**config.mk**
```make
export PLATFORM = sky130hd
export DESIGN_NAME = bumpy_tile_responder
export DESIGN_NICKNAME = d
export VERILOG_FILES = /design/src/rtl/bumpy_tile_responder.sv
export SDC_FILE = /design/constraint.sdc
export NUM_CORES = 1
export LEC_CHECK = 0
export BUFFER_PORTS_ARGS = -buffer_cell sky130_fd_sc_hd__clkbuf_2
export CORE_MARGIN = 8
export CORE_UTILIZATION = 49
export CTS_CLUSTER_DIAMETER = 30
export DETAILED_ROUTE_END_ITERATION = 7
export GPL_TIMING_DRIVEN = 1
export PLACE_DENSITY_LB_ADDON = 0.25
export SLEW_MARGIN = 20
export SYNTH_ARGS = -nofsm -noshare
export SYNTH_HDL_FRONTEND = slang
export SYNTH_SLANG_ARGS = --single-unit
export TNS_END_PERCENT = 30
```
**constraint.sdc**
```tcl
create_clock -name clk -period 2.4 [get_ports clk]
set_clock_uncertainty 0.1 [all_clocks]
set_input_delay 0.12 -clock clk [delete_from_list [all_inputs] [get_ports clk]]
set_output_delay 0.12 -clock clk [all_outputs]
set_load 0.005 [all_outputs]
```
**src/rtl/bumpy_tile_responder.sv**
```systemverilog
// Bumpy tile responder: reacts to tile landings with coin pickup, teleport, death/win and map rewrites.
// Optional breakable-tile behaviour is built only when TILE_RESP_BRAK_EN is defined.
module bumpy_tile_responder #(
    parameter int NUM_OF_ROWS = 7,
    parameter int NUM_OF_COLS = 10,
    parameter int TP_FRAMES   = 16,
    parameter int BRAK_FRAMES = 30
) (
    input  logic        clk,
    input  logic        reset,
    input  logic        startOfFrame,
    input  logic        landed,
    input  logic [2:0]  tile_type,
    input  logic [3:0]  tile_col,
    input  logic [2:0]  tile_row,
    input  logic [7:0]  teleport_cordinates,
    input  logic        wr_ack,
    output logic        wr_en,
    output logic [3:0]  wr_col,
    output logic [2:0]  wr_row,
    output logic [2:0]  wr_type,
    output logic        tp_valid,
    output logic [10:0] tp_x,
    output logic [10:0] tp_y,
    output logic [7:0]  coins,
    output logic        die,
    output logic        win,
    output logic        busy
);

    typedef enum logic [2:0] {
        T_FREE = 3'd0,
        T_REGU = 3'd1,
        T_GATE = 3'd2,
        T_COIN = 3'd3,
        T_PORT = 3'd4,
        T_SPIK = 3'd5,
        T_BRAK = 3'd6,
        T_RSVD = 3'd7
    } tile_e;

`ifdef TILE_RESP_BRAK_EN
    typedef enum logic [2:0] {
        IDLE      = 3'd0,
        TP_WAIT   = 3'd1,
        WRITE     = 3'd2,
        HALT      = 3'd3,
        BRAK_WAIT = 3'd4
    } state_e;
`else
    typedef enum logic [1:0] {
        IDLE    = 2'd0,
        TP_WAIT = 2'd1,
        WRITE   = 2'd2,
        HALT    = 2'd3
    } state_e;
`endif

    // One shared frame counter, wide enough for the longer of the two waits.
    localparam int CNT_MAX = (TP_FRAMES > BRAK_FRAMES) ? TP_FRAMES : BRAK_FRAMES;
    localparam int CNT_W   = $clog2(CNT_MAX + 1);
    localparam logic [CNT_W-1:0] TP_LAST = CNT_W'(TP_FRAMES);
`ifdef TILE_RESP_BRAK_EN
    localparam logic [CNT_W-1:0] BRAK_LAST = CNT_W'(BRAK_FRAMES);
`endif

    state_e           state, state_d;
    logic [CNT_W-1:0] cnt, cnt_d, cnt_inc;
    logic [3:0]       dest_col, dest_col_d;
    logic [3:0]       dest_row, dest_row_d;
    logic [7:0]       coins_d;
    logic [3:0]       wr_col_d;
    logic [2:0]       wr_row_d;
    logic [2:0]       wr_type_d;
    logic [10:0]      tp_x_d, tp_y_d;
    logic             tp_valid_d, die_d, win_d;
    logic             dest_ok;

    assign cnt_inc = cnt + 1'b1;
    assign dest_ok = (int'(teleport_cordinates[7:4]) < NUM_OF_COLS) &&
                     (int'(teleport_cordinates[3:0]) < NUM_OF_ROWS);

    // wr_en follows the state directly, so it rises on the very cycle WRITE is entered.
    assign wr_en = (state == WRITE);
    assign busy  = (state != IDLE);

    always_comb begin
        // NOTE: every signal gets a default before the case so no path leaves it unassigned (no latches).
        state_d    = state;
        cnt_d      = cnt;
        dest_col_d = dest_col;
        dest_row_d = dest_row;
        coins_d    = coins;
        wr_col_d   = wr_col;
        wr_row_d   = wr_row;
        wr_type_d  = wr_type;
        tp_x_d     = tp_x;
        tp_y_d     = tp_y;
        tp_valid_d = 1'b0;
        die_d      = 1'b0;
        win_d      = 1'b0;

        case (state)
            IDLE: begin
                if (landed) begin
                    case (tile_e'(tile_type))
                        T_COIN: begin
                            coins_d   = (coins == 8'hFF) ? coins : coins + 8'd1;
                            wr_col_d  = tile_col;
                            wr_row_d  = tile_row;
                            wr_type_d = T_FREE;
                            state_d   = WRITE;
                        end
                        T_PORT: begin
                            if (dest_ok) begin
                                dest_col_d = teleport_cordinates[7:4];
                                dest_row_d = teleport_cordinates[3:0];
                                cnt_d      = '0;
                                state_d    = TP_WAIT;
                            end
                        end
                        T_SPIK: begin
                            die_d   = 1'b1;
                            state_d = HALT;
                        end
                        T_GATE: begin
                            win_d   = 1'b1;
                            state_d = HALT;
                        end
`ifdef TILE_RESP_BRAK_EN
                        T_BRAK: begin
                            wr_col_d = tile_col;
                            wr_row_d = tile_row;
                            cnt_d    = '0;
                            state_d  = BRAK_WAIT;
                        end
`endif
                        default: ;
                    endcase
                end
            end

            TP_WAIT: begin
                if (startOfFrame) begin
                    cnt_d = cnt_inc;
                    if (cnt_inc == TP_LAST) begin
                        tp_valid_d = 1'b1;
                        tp_x_d     = {1'b0, dest_col, 6'b0};
                        tp_y_d     = {1'b0, dest_row, 6'b0};
                        cnt_d      = '0;
                        state_d    = IDLE;
                    end
                end
            end

            WRITE: begin
                if (wr_ack) state_d = IDLE;
            end

`ifdef TILE_RESP_BRAK_EN
            BRAK_WAIT: begin
                if (startOfFrame) begin
                    cnt_d = cnt_inc;
                    if (cnt_inc == BRAK_LAST) begin
                        wr_type_d = T_FREE;
                        cnt_d     = '0;
                        state_d   = WRITE;
                    end
                end
            end
`endif

            HALT: ;

            default: state_d = IDLE;
        endcase
    end

    always_ff @(posedge clk) begin
        // NOTE: sequential state uses non-blocking assignments so all registers update together.
        if (reset) begin
            state    <= IDLE;
            cnt      <= '0;
            dest_col <= '0;
            dest_row <= '0;
            coins    <= '0;
            wr_col   <= '0;
            wr_row   <= '0;
            wr_type  <= '0;
            tp_x     <= '0;
            tp_y     <= '0;
            tp_valid <= 1'b0;
            die      <= 1'b0;
            win      <= 1'b0;
        end else begin
            state    <= state_d;
            cnt      <= cnt_d;
            dest_col <= dest_col_d;
            dest_row <= dest_row_d;
            coins    <= coins_d;
            wr_col   <= wr_col_d;
            wr_row   <= wr_row_d;
            wr_type  <= wr_type_d;
            tp_x     <= tp_x_d;
            tp_y     <= tp_y_d;
            tp_valid <= tp_valid_d;
            die      <= die_d;
            win      <= win_d;
        end
    end

endmodule

```
Word level (Yosys, flattened, before mapping):

Cells that the tools add are included.

* add/subtract/negate cells: 2
* magnitude comparators: 2
* equality and inequality tests: 16
* multiplexer cells: 16
* bitwise logic cells: 5
* reductions and logical operators: 14

Operators by type and width (count)
* $mux W5: 5
* $ne A2 B2 Y1 const B: 6
* $pmux W2 S3: 2
* $mux W2: 5
* $pmux W5 S2: 1
* $add A8 B1 Y8 const B: 1
* $eq A8 B8 Y1 const B: 1
* $reduce_and A4 Y1: 2
* $reduce_and A7 Y1: 1
* $eq A3 B2 Y1 const B: 2
* $eq A3 B3 Y1 const B: 2
* $reduce_and A3 Y1: 2
* $reduce_or A3 Y1: 2
* $add A5 B1 Y5 const B: 1
* $eq A5 B5 Y1 const B: 1
* $not A1 Y1: 5
* $reduce_and A5 Y1: 1
* $lt A4 B3 Y1 const B: 1
* $lt A4 B4 Y1 const B: 1
* $ne A4 B3 Y1 const B: 1
* $reduce_bool A2 Y1: 2
* $mux W1: 3
* $ne A3 B3 Y1 const B: 1
* $reduce_bool A3 Y1: 1
* 5 further kinds: 5

* register bits: 41
* bits of input ports: 23
* output and inout bits: 45
* word-level logic and storage cells: 67

Depth between registers and ports, before layout:

Gate-level depths: netlist of run 1.

* depth after elaboration: 6
* mapped depth: 8
* depth with buffers taken out: 7

Worst setup path before layout of run 1:

No wires, ideal clock.

* path type: flip-flop to flip-flop
* start point: reg state[0]
* end point: reg cnt[3]
* setup time: 0.070 ns
* data arrival time: 1.777 ns
* path slack: 0.452 ns
* cell stages (with the launch flop): 8
* period minus slack after synthesis: 1.948 ns
* cells stage by stage: dfxtp_1 > inv_1 > ha_1 > and2_1 > a41oi_2 > or2_1 > or4b_1 > a21oi_1

* cells in the longest elaborated chain, start to end: 3

RTL lines
* start: declaration: RTL line 67 `state_e state, state_d;`
* start signal: assignment: RTL line 196 `state <= state_d;`
* $eq A2 B1 Y1 or $logic_not A2 Y1 (tied branches): RTL line 103 `case (state)`
* $ne A2 B2 Y1 (no line) or $reduce_bool A2 Y1 (tied branches)
* $reduce_and A5 Y1 (no line)
* end signal: assignment: RTL line 197 `cnt <= cnt_d;`
* end: declaration: RTL line 68 `logic [CNT_W-1:0] cnt, cnt_d, cnt_inc;`

Parallel ways exist; a longest one is shown, timed or not.
A chain may end at the register's enable or synchronous reset.

Worst setup path after layout of run 1:

* start point: in teleport_cordinates[2]
* end point: reg cnt[3]

* cells in the longest elaborated chain, start to end: 4

RTL lines
* start: declaration: RTL line 16 `input logic [7:0] teleport_cordinates,`
* $lt A4 B3 Y1: RTL line 81 `(int'(teleport_cordinates[3:0]) < NUM_OF_ROWS);`
* $logic_and A1 B1 Y1: RTL line 80 `assign dest_ok = (int'(teleport_cordinates[7:4]) < NUM_OF_COLS) &&`
* $ne A2 B2 Y1 (no line)
* $reduce_and A5 Y1 (no line)

No other way between the ends.

==> results of run 1 <==
sequential cells by signal, summed over array words and instances (netlist names):
register	flops
tp_x	4
tp_valid	1
cnt	5
wr_row	3
tp_y	4
dest_col	4
coins	8
dest_row	4
win	1
wr_col	4
die	1
state	2
worst register-to-register path, stage by stage, from the launching register on:
cell and delay [ns]:
dfxtp_1 0.34, inv_1 0.10, ha_1 0.23, and2_1 0.22, a41oi_2 0.15, or2_1 0.31, or4b_1 0.47, a21oi_1 0.14
worst max path at each step:
stage                      startpoint     end  slack [ns]  depth (start not counted)
4_1_cts                      state[0]  cnt[3]        0.25                          7
3_5_place_dp                 state[0]  cnt[3]        0.29                          7
2_1_floorplan                state[0]  cnt[3]        0.45                          7
5_1_grt                      state[0]  cnt[3]        0.07                          7
6_report       teleport_cordinates[2]  cnt[3]        0.21                          7
3_3_place_gp                 state[0]  cnt[3]        0.35                          7
metrics by stage:
step           power [mW]  hold slack, ns
2_1_floorplan       0.900           0.138
3_3_place_gp        0.956           0.245
3_5_place_dp        0.959           0.252
4_1_cts              1.54         0.00293
5_1_grt              1.60         0.00800
6_report             1.53         0.00351
cell type report:
cell class / instances / area share [%]
sequential: 41 / 33.7
clock buffer: 7 / 3.55
multi-input combinational: 160 / 41.5
clock inverter: 1 / 1.23
tap: 50 / 2.57
inverter: 10 / 1.54
timing repair buffer: 64 / 15.8
cell usage after synthesis, types with 2 or more instances:
master	instances	share of area [%]
a21o_1	2	0.76
nor2_1	24	4.6
nor2b_1	4	1.3
o41ai_1	3	1.3
xor2_1	3	1.3
clkbuf_1	5	0.96
mux2i_1	16	8.2
nand4_1	3	0.96
inv_1	10	1.9
ha_1	6	3.8
o21ai_0	5	1.3
nand2_1	23	4.4
and3_1	3	0.96
a21oi_1	15	3.8
buf_4	17	6.5
xnor2_1	3	1.3
o32ai_1	3	1.3
a211o_1	2	0.89
dfxtp_1	41	42
nand3_1	3	0.76
report_power, final:
group | internal [mW] | switching (mW) | total [mW] | leakage [nW]
clock | 0.339 | 0.224 | 0.564 | 0.0585
combinational | 0.105 | 0.144 | 0.250 | 0.704
sequential | 0.699 | 0.0134 | 0.712 | 0.331
total | 1.14 | 0.382 | 1.53 | 1.09
timing repair:
| action | 4_1_cts | 5_1_grt |
|---|---|---|
| hold buffers | 12 | 0 |
| hold endpoints to repair | 12 | 0 |
| setup buffers | 0 | 0 |
cell families (layout without fill, tap and decap cells):
group           after synthesis  in the layout
fa+ha+maj                     6              6
other cells                   1             17
compound gates               40             40
xor+xnor                      6              6
simple gates                 75             75
flops                        41             41
mux                          16             16
buf+inv                      34             82
layer usage:
metal / up-vias / track usage [%] / share of wire (%)
met5: - / 0 / 0
met4: 0 / 6.30 / 2.0
met3: 6 / 5.53 / 6.1
met2: 46 / 24.3 / 50
met1: 757 / 16.4 / 42
li1: 856 / - / -
==> run metrics, run 1 <==
status=completed; antenna-violating nets left=0; num rows=23; crit path DAT=2.29 ns; slew margin rel.=approximately two fifths; detailed-route DRC error count=0; placer congestion estimate=between 0.8 and 0.9; Num CTS Buffers=5; Top Ports=68; die area=6290 sq um; Die Span Y=79.3 um; Worst Reg-to-Reg Cells=7; crit-path leading delay family=simple AND/OR/NAND/NOR gates; async set-reset flop share out of synthesis=0%; Hold Path Origin=teleport_cordinates[5]; # diodes=0; initial antenna violation count=0; mux share of post-synthesis cell area=between 8 and 9%; pre-CTS WS=about 0.29 ns; leak pwr=1.09 nW; Adder-Cell Fraction of Synth Area=3.82%; CP max stage delay=0.54 ns; Max Freq=458 MHz; area of the multi-input gates=1010 sq um; final worst path period need=around 2.2 ns; Routed Wire Length=around 4500 um; Worst EP required=2.51 ns; CP max FO=5; drt pass-1 iters=6; Critical Path End Type=register; Detailed Place HPWL=3210 um; FF-to-FF setup slack=around 0.26 ns; Mapped Cells=219; end point of the worst hold path=dest_col[1]; Layout Cell Area excl Fill=2430 sq um; Synth warnings=0; fraction of the cycle the final worst path needs=about nine tenths; PD cells=627 nW/um^2; vias in the first global route=approximately 1,600; sequential area share after synthesis=41.8%; vias per cell=5.00; Post-DP Area=2200 sq um; first-pass GRT wire length=7430 um; Worst VDD drop=approximately 440 uV; Vias=roughly 1,700; Max-Cap Viols=0; gr usage total=roughly 15%; Max H-tree Level=2; WL per Instance=13.6 um; slowest CP cell=dlygate4sd3_1; Hold Path Depth=3; Setup WS post-layout=0.215 ns; most frequent cells in the layout=50 x clkbuf_2, 41 x dfxtp_1, 24 x nor2_1; Clock Latency Late Sink=about 0.28 ns; post-synthesis cell area=a little under 2000 sq um; Synth Flop Type=dfxtp_1; Least-Margin Pin Slew=0.881 ns; placed insts=313; WS Path Type=primary input to register; Fin Setup TNS=0 ns; Final Util=62.1%; CTS resizes=0; Worst setup SP type=primary input; Fillers=352; commonest non-fill, non-tap cell in the layout=clkbuf_2; Starting DRT DRC Count=39; IO buf count=50; CTS Buffer Depth=2; largest net degree at the start of global routing=47; share of layout cells above drive strength 1=22.3%; Seq cells post-synth=41; CTS tree=yes; Final Non-Filler Cells=roughly 330; setup violators final=0; GRT overflow=0; CTS sink count=41; RSZ-0062 raised after global routing=no; Post-Synth XOR/XNOR Area=2.68%; sum of buffers and inverters on the critical path=2; clock root buffer master=clkbuf_8; Slew Viols, Final=0; worst min path class=primary input to register; syn_area_per_cell=8.96 sq um; Hold Fails Final Rpt=0; main combinational cell family by area after synthesis=simple AND/OR/NAND/NOR gates; Reg area=between 800 and 900 sq um; Synth Area in Simple Gates=19.8%; initial core utilization=50.2%; Die Wd=79.3 um; Area Overhead vs Synth=23.9%; number of synthesized flops with an enable pin=0; Netlist cell types=48; crit path cell chain=dlygate4sd3_1 > clkbuf_2 > a31oi_1 > a41oi_2 > or2_1 > or4b_1 > a21oi_1; core area=3910 sq um; r2r endpoint=cnt[3]; nets@finish=311; Reg clk slew, reported paths=around 0.08 ns; Synth Area in Compound Gates=13.8%; Worst R2R Start=state[0]
Power figures use the tool's default switching activity.
==> run 2, diff against run 1 <==
Settings changed: REMOVE_ABC_BUFFERS from default to 1.
==> run 2 against run 1 <==
- flip-flop and latch count unchanged
- routed wire length down 3.2%
- hold slack better by 0.0050 ns
- sequential power hardly changed
- maximum frequency rose by 0.26%
- clock-buffer cell count shrank 2
- via count is 2.5% higher
- combinational power about the same
- critical endpoint unchanged
- highest routed layer unchanged
==> run metrics, run 2 (same netlist as run 1, synthesis figures left out) <==
status=completed (unchanged); share of layout cells above drive strength 1=22.3% (about the same); vias in the first global route=1,570 (was 1,641); Num CTS Buffers=5 (unchanged); Worst setup SP type=primary input (unchanged); Die Span Y=79.3 um (unchanged); top flop regs=coins x8, cnt x5 (unchanged); WL per Instance=13.0 um (was 13.6 um); die area=6290 sq um (unchanged); WS Path Type=primary input to register (unchanged); Fin Setup TNS=0 ns (unchanged); Critical Path End Type=register (unchanged); Worst EP required=2.51 ns (about the same); first-pass GRT wire length=7240 um (was 7430 um); core area=3910 sq um (unchanged); Routed Wire Length=4390 um (was 4530 um); max reg flops=8 (unchanged); initial antenna violation count=0 (unchanged); RSZ-0062 raised after global routing=no (unchanged); Vias=1,706 (was 1,665); # diodes=0 (unchanged); num rows=23 (unchanged); CTS tree=yes (unchanged); CTS sink count=41 (unchanged); Reg area=821 sq um (unchanged); Die Wd=79.3 um (unchanged); leak pwr=1.10 nW (was 1.09 nW); initial core utilization=50.2% (unchanged); Largest Register=coins (unchanged); Fillers=364 (was 352); CTS Buffer Depth=2 (unchanged); crit path DAT=2.29 ns (about the same); nets@finish=315 (was 311); CP max FO=5 (unchanged); Starting DRT DRC Count=83 (was 39); Reg clk slew, reported paths=0.07 ns (was 0.08 ns); Detailed Place HPWL=3150 um (was 3210 um); Clock Latency Late Sink=0.29 ns (was 0.28 ns); Final Util=62.4% (was 62.1%); GRT overflow=0 (unchanged); worst min path class=primary input to register (unchanged); Max-Cap Viols=0 (unchanged); setup violators final=0 (unchanged); Max Freq=459 MHz (was 458 MHz); Area Overhead vs Synth=24.4% (was 23.9%); largest net degree at the start of global routing=47 (unchanged); commonest non-fill, non-tap cell in the layout=clkbuf_2 (unchanged); Max H-tree Level=2 (unchanged); vias per cell=5.06 (was 5.00); clock root buffer master=clkbuf_8 (unchanged); Worst VDD drop=445 uV (was 439 uV); gr usage total=14.1% (was 14.7%); Hold Fails Final Rpt=0 (unchanged); IO buf count=50 (unchanged); Top Ports=68 (unchanged); slew margin rel.=41.1% (was 41.3%); Slew Viols, Final=0 (unchanged); PD cells=572 nW/um^2 (was 627 nW/um^2); detailed-route DRC error count=0 (unchanged); antenna-violating nets left=0 (unchanged); drt pass-1 iters=4 (was 6); placer congestion estimate=0.725 (was 0.828); area of the multi-input gates=1010 sq um (unchanged); Least-Margin Pin Slew=0.884 ns (was 0.881 ns); final worst path period need=2.18 ns (was 2.19 ns); fraction of the cycle the final worst path needs=90.8% (was 91.1%); most frequent cells in the layout=50 x clkbuf_2, 41 x dfxtp_1, 24 x nor2_1 (unchanged)
[run 2: cell count changes in the layout (fill, tap and decap cells not counted), sizes merged]
cell / previous run / this run
dlygate4sd3: 12 / 16
clkbuf: 57 / 55
clkinv: 0 / 2
bufinv: 1 / 0
clkinvlp: 0 / 1
[run 2: layout make-up]
class	count	share of cell area, %
clock buffer	5	2.82
clock inverter	3	0.717
inverter	10	1.54
multi-input combinational	160	41.3
sequential	41	33.6
tap	50	2.56
timing repair buffer	68	17.4
[run 2: through the flow]
| stage | hold WS [ns] | power (mW) | setup slack [ns] | instances | cell area [sq um] |
|---|---|---|---|---|---|
| 2_1_floorplan | 0.0891 | 0.869 | 0.453 | 211 | 1870 |
| 3_3_place_gp | 0.244 | 0.952 | 0.334 | 313 | 2200 |
| 3_5_place_dp | 0.251 | 0.956 | 0.266 | 313 | 2200 |
| 4_1_cts | 0.000740 | 1.42 | 0.250 | 337 | 2440 |
| 5_1_grt | 0.00522 | 1.48 | 0.0904 | 337 | 2440 |
| 6_report | 0.00852 | 1.40 | 0.220 | 337 | 2440 |
[run 2: power by group]
part	leakage [nW]	switching [mW]	total [mW]	internal (mW)
sequential	0.331	0.0122	0.711	0.699
clock	0.0439	0.234	0.435	0.200
combinational	0.724	0.143	0.251	0.108
[run 2: worst max-delay path: stages]
cell and delay, ns:
dlygate4sd3_1 0.53, clkbuf_2 0.11, a31oi_1 0.37, a41oi_2 0.21
or2_1 0.32, or4b_1 0.48, a21oi_1 0.14
[run 2: worst paths after layout]
| kind | startpoint | to | slack (ns) | cells after the start |
|---|---|---|---|---|
| setup / recovery | teleport_cordinates[1] | cnt[3] | 0.22 | 7 |
| hold / removal | landed | win | 0.009 | 3 |
| setup reg to reg | state[0] | cnt[3] | 0.25 | 7 |
| hold reg to reg | wr_row[2] | wr_row[2] | 0.36 | 2 |
[run 2: per-layer routing]
layer | vias to the layer above | track usage (%) | wire length [um]
li1 | 862 | - | -
met1 | 789 | 16.2 | 1950
met2 | 51 | 23.2 | 2020
met3 | 4 | 5.98 | 378
met4 | 0 | 4.44 | 36
met5 | - | 0 | 0
[run 2: repair_timing]
| item | CTS | global route |
|---|---|---|
| buffers inserted | 0 | 0 |
| hold buffers | 16 | 0 |
| gates resized for setup | 0 | 0 |
| hold endpoints to repair | 15 | 0 |
==> run 3, diff against run 2 <==
Settings changed: CELL_PAD_IN_SITES_DETAIL_PLACEMENT from default to 0, CELL_PAD_IN_SITES_GLOBAL_PLACEMENT from default to 1, CORE_UTILIZATION 49 to 36.
==> run 3 against run 2 <==
- utilization shrank 16 points
- critical path depth is the same
- via count shrank 2.5%
- hold slack gained 0.0089 ns
- setup slack better by 0.0079 ns
- clock power increased by 9.2%
- die area is 28% higher
- global-route usage shrank 3.0 points
- flip-flop and latch count did not move
- non-clock buffer count is 1 higher
- final area rose by 1.8%
- routed wire length increased by 0.91%
==> run metrics, run 3 (same netlist as run 1, synthesis figures left out) <==
status=completed (unchanged); # diodes=0 (unchanged); initial core utilization=36.5% (was 50.2%); commonest non-fill, non-tap cell in the layout=clkbuf_2 (unchanged); fraction of the cycle the final worst path needs=90.5% (was 90.8%); initial antenna violation count=0 (unchanged); Hold Fails Final Rpt=0 (unchanged); PD cells=577 nW/um^2 (was 572 nW/um^2); Max Freq=460 MHz (was 459 MHz); most frequent cells in the layout=50 x clkbuf_2, 41 x dfxtp_1, 24 x nor2_1 (unchanged); Routed Wire Length=4430 um (was 4390 um); Slew Viols, Final=0 (unchanged); Clock Latency Late Sink=0.29 ns (about the same); FF-to-FF setup slack=0.25 ns (about the same); Worst EP required=2.51 ns (about the same); leak pwr=1.11 nW (was 1.10 nW); drt pass-1 iters=4 (unchanged); crit-path leading delay family=simple AND/OR/NAND/NOR gates (unchanged); GRT overflow=0 (unchanged); share of layout cells above drive strength 1=22.6% (was 22.3%); Max H-tree Level=2 (unchanged); CP max stage delay=0.53 ns (about the same); gr usage total=11.1% (was 14.1%); WS Path Type=primary input to register (unchanged); sum of buffers and inverters on the critical path=2 (unchanged); postcts setup bufs=0 (unchanged); WL per Instance=12.3 um (was 13.0 um); nets@finish=316 (was 315); setup violators final=0 (unchanged); antenna-violating nets left=0 (unchanged); Reg clk slew, reported paths=0.08 ns (was 0.07 ns); largest net degree at the start of global routing=47 (unchanged); Area Overhead vs Synth=26.7% (was 24.4%); Vias=1,663 (was 1,706); Die Span Y=89.8 um (was 79.3 um); Largest Register=coins (unchanged); Max-Cap Viols=0 (unchanged); die area=8070 sq um (was 6290 sq um); clock root buffer master=clkbuf_8 (unchanged); Starting DRT DRC Count=52 (was 83); top flop regs=coins x8, cnt x5 (unchanged); vias per cell=4.62 (was 5.06); CTS Buffer Depth=2 (unchanged); worst min path class=primary input to register (unchanged); slowest CP cell=dlygate4sd3_1 (unchanged); Top Ports=68 (unchanged); total power=1.44 mW (was 1.40 mW); num rows=27 (was 23); Die Wd=89.8 um (was 79.3 um); Final Util=46.3% (was 62.4%); final worst path period need=2.17 ns (was 2.18 ns); detailed-route DRC error count=0 (unchanged); Fin Setup TNS=0 ns (unchanged); crit path cell chain=dlygate4sd3_1 > clkbuf_2 > a31oi_1 > a41oi_2 > or2_1 > or4b_1 > a21oi_1 (unchanged); crit path DAT=2.28 ns (was 2.29 ns); Critical Path End Type=register (unchanged); Worst VDD drop=295 uV (was 445 uV); slew margin rel.=39.9% (was 41.1%); CTS sink count=41 (unchanged); RSZ-0062 raised after global routing=no (unchanged); vias in the first global route=1,741 (was 1,570); first-pass GRT wire length=7710 um (was 7240 um); CTS tree=yes (unchanged); IO buf count=50 (unchanged); core area=5370 sq um (was 3910 sq um); Worst setup SP type=primary input (unchanged); CP max FO=5 (unchanged); Least-Margin Pin Slew=0.902 ns (was 0.884 ns); placer congestion estimate=0.743 (was 0.725); Detailed Place HPWL=3250 um (was 3150 um); Num CTS Buffers=5 (unchanged); max reg flops=8 (unchanged)
## run 3: timing repair
| item | in CTS | in global routing |
|---|---|---|
| hold endpoints to repair | 15 | 0 |
| setup endpoints to repair | 0 | 0 |
| resized for setup | 0 | 0 |
| hold buffers | 16 | 0 |
## run 3: cell type report
cell class / count / area, sq um
clock buffer: 6 / 82.6
clock inverter: 2 / 13.8
fill: 551 / 2880
inverter: 10 / 37.5
multi-input combinational: 160 / 1010
sequential: 41 / 821
tap: 72 / 90.1
timing repair buffer: 69 / 433
## run 3: through the flow
| stage | cells | hold slack [ns] | setup WS (ns) | cell area, sq um |
|---|---|---|---|---|
| floorplan | 211 | 0.0891 | 0.453 | 1870 |
| global placement | 336 | 0.247 | 0.311 | 2230 |
| detailed placement | 336 | 0.250 | 0.248 | 2230 |
| CTS | 360 | 0.00200 | 0.236 | 2490 |
| global route | 360 | 0.0164 | 0.0330 | 2490 |
| finish | 360 | 0.0174 | 0.228 | 2490 |
## run 3: tightest hold or removal path, cell delays in order
cell and delay (ns):
clkbuf_2 0.10, nand2_1 0.09, nor3b_1 0.05
## run 3: path summary, 6_finish.rpt
path                                              from        end  cells after the start
worst max-delay path            teleport_cordinates[1]     cnt[3]                      7
worst max register to register                state[0]     cnt[3]                      7
worst min register to register               wr_col[1]  wr_col[1]                      2
worst min-delay path                            landed        win                      3
## run 3: report_power, final
group / total, mW / internal [mW] / switching (mW)
sequential: 0.710 / 0.698 / 0.0119
combinational: 0.250 / 0.109 / 0.141
clock: 0.475 / 0.233 / 0.242
## run 3: routing by layer
metal | vias up | wire, um | global-route usage (%)
met1 | 751 | 1980 | 12.2
met3 | 8 | 311 | 4.41
met5 | - | 0 | 0
met2 | 42 | 2080 | 19.3
met4 | 0 | 57 | 3.10
li1 | 862 | - | -
